## config.mk

```make
export PLATFORM = sky130hd
export DESIGN_NAME = tx_scheduler
export DESIGN_NICKNAME = d
export VERILOG_FILES = /design/src/rtl/tx_sched_pkg.sv /design/src/rtl/tx_scheduler_rr_arbiter.sv /design/src/rtl/tx_scheduler.sv
export SDC_FILE = /design/constraint.sdc
export NUM_CORES = 1
export LEC_CHECK = 0
export ABC_AREA = 1
export CORE_ASPECT_RATIO = 2
export CORE_UTILIZATION = 36
export CTS_CLUSTER_DIAMETER = 80
export DETAILED_ROUTE_END_ITERATION = 10
export PLACE_DENSITY_LB_ADDON = 0.08
export SETUP_SLACK_MARGIN = 0.15
export SYNTH_ARGS = -nofsm -noshare
export SYNTH_HDL_FRONTEND = slang
export SYNTH_SLANG_ARGS = --single-unit
```

## constraint.sdc

```tcl
create_clock -name i_clk -period 1 [get_ports i_clk]
set_input_delay 0.25 -clock i_clk [delete_from_list [all_inputs] [get_ports i_clk]]
set_output_delay 0.25 -clock i_clk [all_outputs]
set_load 0.05 [all_outputs]
```

## src/rtl/tx_sched_pkg.sv

```systemverilog
`default_nettype none
// ============================================================================
// tx_sched_pkg : shared state encoding and default sizes for tx_scheduler
// Rev 1.0
// ============================================================================
package tx_sched_pkg;

  localparam logic [1:0] ST_IDLE = 2'd0;
  localparam logic [1:0] ST_SEND = 2'd1;
  localparam logic [1:0] ST_GAP  = 2'd2;

  localparam int NB_DATA_DEF = 8;
  localparam int N_REQ_DEF   = 4;

  typedef enum logic [1:0] {
    S_IDLE = ST_IDLE,
    S_SEND = ST_SEND,
    S_GAP  = ST_GAP
  } state_e;

endpackage
`default_nettype wire

```

## src/rtl/tx_scheduler_rr_arbiter.sv

```systemverilog
`default_nettype none
// ============================================================================
// rr_arbiter : combinational requester picker; round robin from ptr_i when
// TX_SCHED_ROUND_ROBIN_EN is defined, otherwise lowest index wins.
// Rev 1.0
// ============================================================================
module rr_arbiter
  import tx_sched_pkg::*;
#(
  parameter  int N_REQ = N_REQ_DEF,
  localparam int NB_ID = $clog2(N_REQ)
) (
  input  logic [N_REQ-1:0] req_i,
  input  logic [NB_ID-1:0] ptr_i,
  output logic             found_o,
  output logic [NB_ID-1:0] winner_o
);

`ifdef TX_SCHED_ROUND_ROBIN_EN
  localparam int NB_IX = NB_ID + 1;

  logic [NB_IX-1:0] idx;

  // One extra bit lets ptr+i be folded back below N_REQ for non power-of-two sizes.
  always_comb begin
    found_o  = 1'b0;
    winner_o = '0;
    idx      = '0;
    for (int i = 0; i < N_REQ; i++) begin
      idx = {1'b0, ptr_i} + NB_IX'(i);
      if (idx >= NB_IX'(N_REQ)) begin
        idx = idx - NB_IX'(N_REQ);
      end
      if (!found_o && req_i[idx[NB_ID-1:0]]) begin
        found_o  = 1'b1;
        winner_o = idx[NB_ID-1:0];
      end
    end
  end
`else
  logic unused_ptr;
  assign unused_ptr = ^ptr_i;

  always_comb begin
    found_o  = 1'b0;
    winner_o = '0;
    for (int i = 0; i < N_REQ; i++) begin
      if (!found_o && req_i[i]) begin
        found_o  = 1'b1;
        winner_o = NB_ID'(i);
      end
    end
  end
`endif

endmodule
`default_nettype wire

```

## src/rtl/tx_scheduler.sv

```systemverilog
`default_nettype none
// ============================================================================
// tx_scheduler : grants one byte requester at a time onto the UART tx and
// acks it after the stop bit. Macro TX_SCHED_ROUND_ROBIN_EN selects round robin.
// Rev 1.0
// ============================================================================
module tx_scheduler
  import tx_sched_pkg::*;
#(
  parameter  int NB_DATA = NB_DATA_DEF,
  parameter  int N_REQ   = N_REQ_DEF,
  localparam int NB_ID   = $clog2(N_REQ)
) (
  input  logic                     i_clk,
  input  logic                     i_reset,
  input  logic [N_REQ-1:0]         i_req,
  input  logic [N_REQ*NB_DATA-1:0] i_data,
  output logic [N_REQ-1:0]         o_ack,
  output logic                     o_tx_valid,
  output logic [NB_DATA-1:0]       o_tx_data,
  input  logic                     i_tx_done,
  output logic                     o_busy,
  output logic [NB_ID-1:0]         o_grant_id
);

  state_e             state_q;
  logic [NB_DATA-1:0] data_q;
  logic [NB_ID-1:0]   grant_q;
  logic [N_REQ-1:0]   ack_q;
  logic               valid_q;
  logic               busy_q;

  logic               arb_found;
  logic [NB_ID-1:0]   arb_winner;
  logic [NB_ID-1:0]   ptr;
  logic [NB_DATA-1:0] sel_data;

  rr_arbiter #(
    .N_REQ (N_REQ)
  ) u_arb (
    .req_i    (i_req),
    .ptr_i    (ptr),
    .found_o  (arb_found),
    .winner_o (arb_winner)
  );

  assign sel_data = i_data[arb_winner*NB_DATA +: NB_DATA];

`ifdef TX_SCHED_ROUND_ROBIN_EN
  logic [NB_ID-1:0] ptr_q;
  logic [NB_ID-1:0] ptr_d;

  assign ptr_d = (arb_winner == NB_ID'(N_REQ - 1)) ? '0 : arb_winner + 1'b1;

  always_ff @(posedge i_clk or negedge i_reset) begin
    if (!i_reset) begin
      ptr_q <= '0;
    end else if (state_q == S_IDLE && arb_found) begin
      ptr_q <= ptr_d;
    end
  end

  assign ptr = ptr_q;
`else
  assign ptr = '0;
`endif

  // All outputs are registered; the GAP cycle drops valid before tx goes idle.
  always_ff @(posedge i_clk or negedge i_reset) begin
    if (!i_reset) begin
      state_q <= S_IDLE;
      data_q  <= '0;
      grant_q <= '0;
      ack_q   <= '0;
      valid_q <= 1'b0;
      busy_q  <= 1'b0;
    end else begin
      ack_q <= '0;
      case (state_q)
        S_IDLE: begin
          if (arb_found) begin
            state_q <= S_SEND;
            data_q  <= sel_data;
            grant_q <= arb_winner;
            valid_q <= 1'b1;
            busy_q  <= 1'b1;
          end
        end
        S_SEND: begin
          if (i_tx_done) begin
            state_q        <= S_GAP;
            valid_q        <= 1'b0;
            ack_q[grant_q] <= 1'b1;
          end
        end
        S_GAP: begin
          state_q <= S_IDLE;
          busy_q  <= 1'b0;
        end
        default: begin
          state_q <= S_IDLE;
          valid_q <= 1'b0;
          busy_q  <= 1'b0;
        end
      endcase
    end
  end

  assign o_ack      = ack_q;
  assign o_tx_valid = valid_q;
  assign o_tx_data  = data_q;
  assign o_busy     = busy_q;
  assign o_grant_id = grant_q;

endmodule
`default_nettype wire

```

==> impl_results.md <==
- Routed via count: 1,297
- Die Ht: 81.4 microns
- Startpoint types: flop
- Placement row count: 28
- Fin nets: 284
- Inst Count DP: 261
- Remaining global-route overflow: 0
- Period utilisation layout: 110%
- Final Critical Period: 1.10 ns
- Root Driver: clkbuf_8
- CTS tree: built
- Core ar.: 0.00298 sq mm
- Initial drt markers: 10
- Share of the synthesized area in the top cell type: 39.6%
- Initial antenna violation count: 0
- Mapped cell area: 0.00114 sq mm
- P_leak: 0.00117 uW
- Avg Vias per Cell: 4.73
- CP delay by family, top: flip-flops
- First-pass DRT Iterations: 5
- Share of cells above drive strength 1: 35.2%
- Crit path cell chain: buf_12
- Clk_skew: 0.00502 ns
- Syn Inst Count: 168
- Commonest non-fill, non-tap cell in the layout: nand2_1
- Clk buf depth: 2
- Post-route DRC violation count: 0
- GRT Util Overall: 20.9%
- Worst relative slew slack: 76.7%
- #FFs+latches synth: 18
- CTS H-tree depth: 1
- Status: complete, but fails checks
- Synth top area cells: dfrtp_1 40%, nand2_1 17%, nand3_1 14%
- Slew @ Worst Pin: 0.349 ns
- CP Class: reg -> out
- Peak supply drop: 1.17 mV
- Io pins: 55
- Port bufs: 54
- Power Density: 2470 mW/mm^2
- Area delta synth->final: 101%
- CP peak stage delay: 0.43 ns
- Largest net degree at the start of global routing: 19
- Worst Path Required: 0.75 ns
- Starting density of the core: 38.2%
- Synth unique cells: 17
- Commonest cells after routing, fill and taps aside: 46 x nand2_1, 33 x inv_1, 33 x clkdlybuf4s50_1, 32 x nand3_1, 19 x buf_12
- RSZ-0062 raised after global routing: true
- DIE AREA: 0.00340 sq mm
- Sequential element share of the synthesized area: 39.6%
- Max Slew Vio Count: 0
- Die X: 41.7 microns
- Maximum operating frequency: 912 MHz
- Hold buffers post-CTS: 0
- # diodes: 0
- Crit path max-delay cell type: dfrtp_2
- Final Util: 76.7%
- Endpoints failing setup: 27
- Final hold slack: 0.332 ns
- Final HPWL DP: 2.35 mm
- Worst-path fanout max: 2
- First-pass GRT wire length: 5.43 mm
- HP Class: in -> async
- TritonCTS buffer count: 3
- Layout Cells excl Fill: 274
- Max-cap viol count: 0
- Crit path capture type: output port
- Area leader, netlist: dfrtp_1
- Routability cong.: 0.823
- Worst-path clk slew: 0.07 ns
- Worst path bufs/invs: 1
- WL per Instance: 11.7 microns
- Final Hold Fails: 0
- Vias in the first global route: 1,264
- Synth warn: 0
- Pwr Total: 5640 uW
- Mapped Avg Cell Area: 6.76 sq um
- Final ANT Viol Nets: 0
- Critical Path AT: 0.85 ns
- Final WS setup: -0.0966 ns
- Worst-Skew Late Latency: 0.26 ns
- Sink Count: 18
- Drt total wl: 3.20 mm
- Filler cells: 237
- Synthesized net count: 207
- Failing checks: setup timing
-- area by class of cell --
cell class	count	area [sq um]	area share [%]
multi-input cells	103	593	26.0
flip-flops and latches	18	464	20.3
repair buffers	76	925	40.5
well taps	30	37.5	1.64
clock buffers	4	55.1	2.41
inverters	43	209	9.15
-- worst register-to-register path, delay by kind of cell (launching register included) --
family / cells / cell delay [ns]
buffers and inverters: 3 / 0.27
DFF: 1 / 0.40
and+or+nand+nor: 1 / 0.28
-- power by group --
group	internal, uW	switching [uW]	total (uW)
sequential	1060	332	1400
combinational	1760	1890	3650
clock	350	244	594
total	3170	2460	5640
-- metal layers --
metal	up-vias	GRT usage [%]	routed length, microns
li1	658	-	-
met1	571	19.5	980
met2	59	41.3	1970
met3	9	2.42	156
met4	0	13.5	95
met5	-	0	0
-- state kept, by name, summed over array words and instances (netlist names) --
signal	count
o_tx_data	8
state_q	2
o_tx_valid	1
o_grant_id	2
o_busy	1
o_ack	4
-- metrics by stage --
stage | setup slack, ns | setup TNS [ns] | cell area, sq um
global route | -0.117 | -2.82 | 2280
finish | -0.0966 | -1.66 | 2280
detailed placement | -0.657 | -8.88 | 2030
floorplan | -0.0117 | -0.0635 | 1210
CTS | -0.0978 | -2.05 | 2190
global placement | -0.589 | -8.22 | 2030
-- worst paths after layout --
path	from	to	slack (ns)	cells after the start
max in group asynchronous	i_reset	o_grant_id[1]	0.53	2
worst max-delay path	o_tx_data[4]	o_tx_data[4]	-0.1	1
worst min register to register	state_q[1]	o_busy	0.52	1
worst min-delay path	i_reset	o_ack[0]	0.33	2
worst max register to register	o_grant_id[1]	o_ack[3]	-0.04	4
min in group i_clk	i_tx_done	state_q[0]	0.34	3
-- what timing repair did --
action	in CTS	in global routing
gates resized for setup	37	15
setup buffers	4	4
cloned	1	0
endpoints found under the setup margin	33	34
pin swaps	6	4
-- synth_stat cells --
cell	number
inv_1	38
buf_4	2
nand2_1	51
buf_6	1
nand2_2	1
clkinv_2	1
nor2_1	5
nor4_1	4
nand3_1	32
o21ai_1	2
nor2_4	1
o31ai_4	1
clkbuf_1	1
dfrtp_1	18
nand2_4	3
inv_2	4
o21ai_0	3
-- logic make-up after synthesis --
logic type | after synthesis | synth area share [%]
simple gates | 97 | 39.3
buf+inv | 47 | 17.0
flops | 18 | 39.6
compound gates | 6 | 4.07
(Power assumes the default switching activity.)
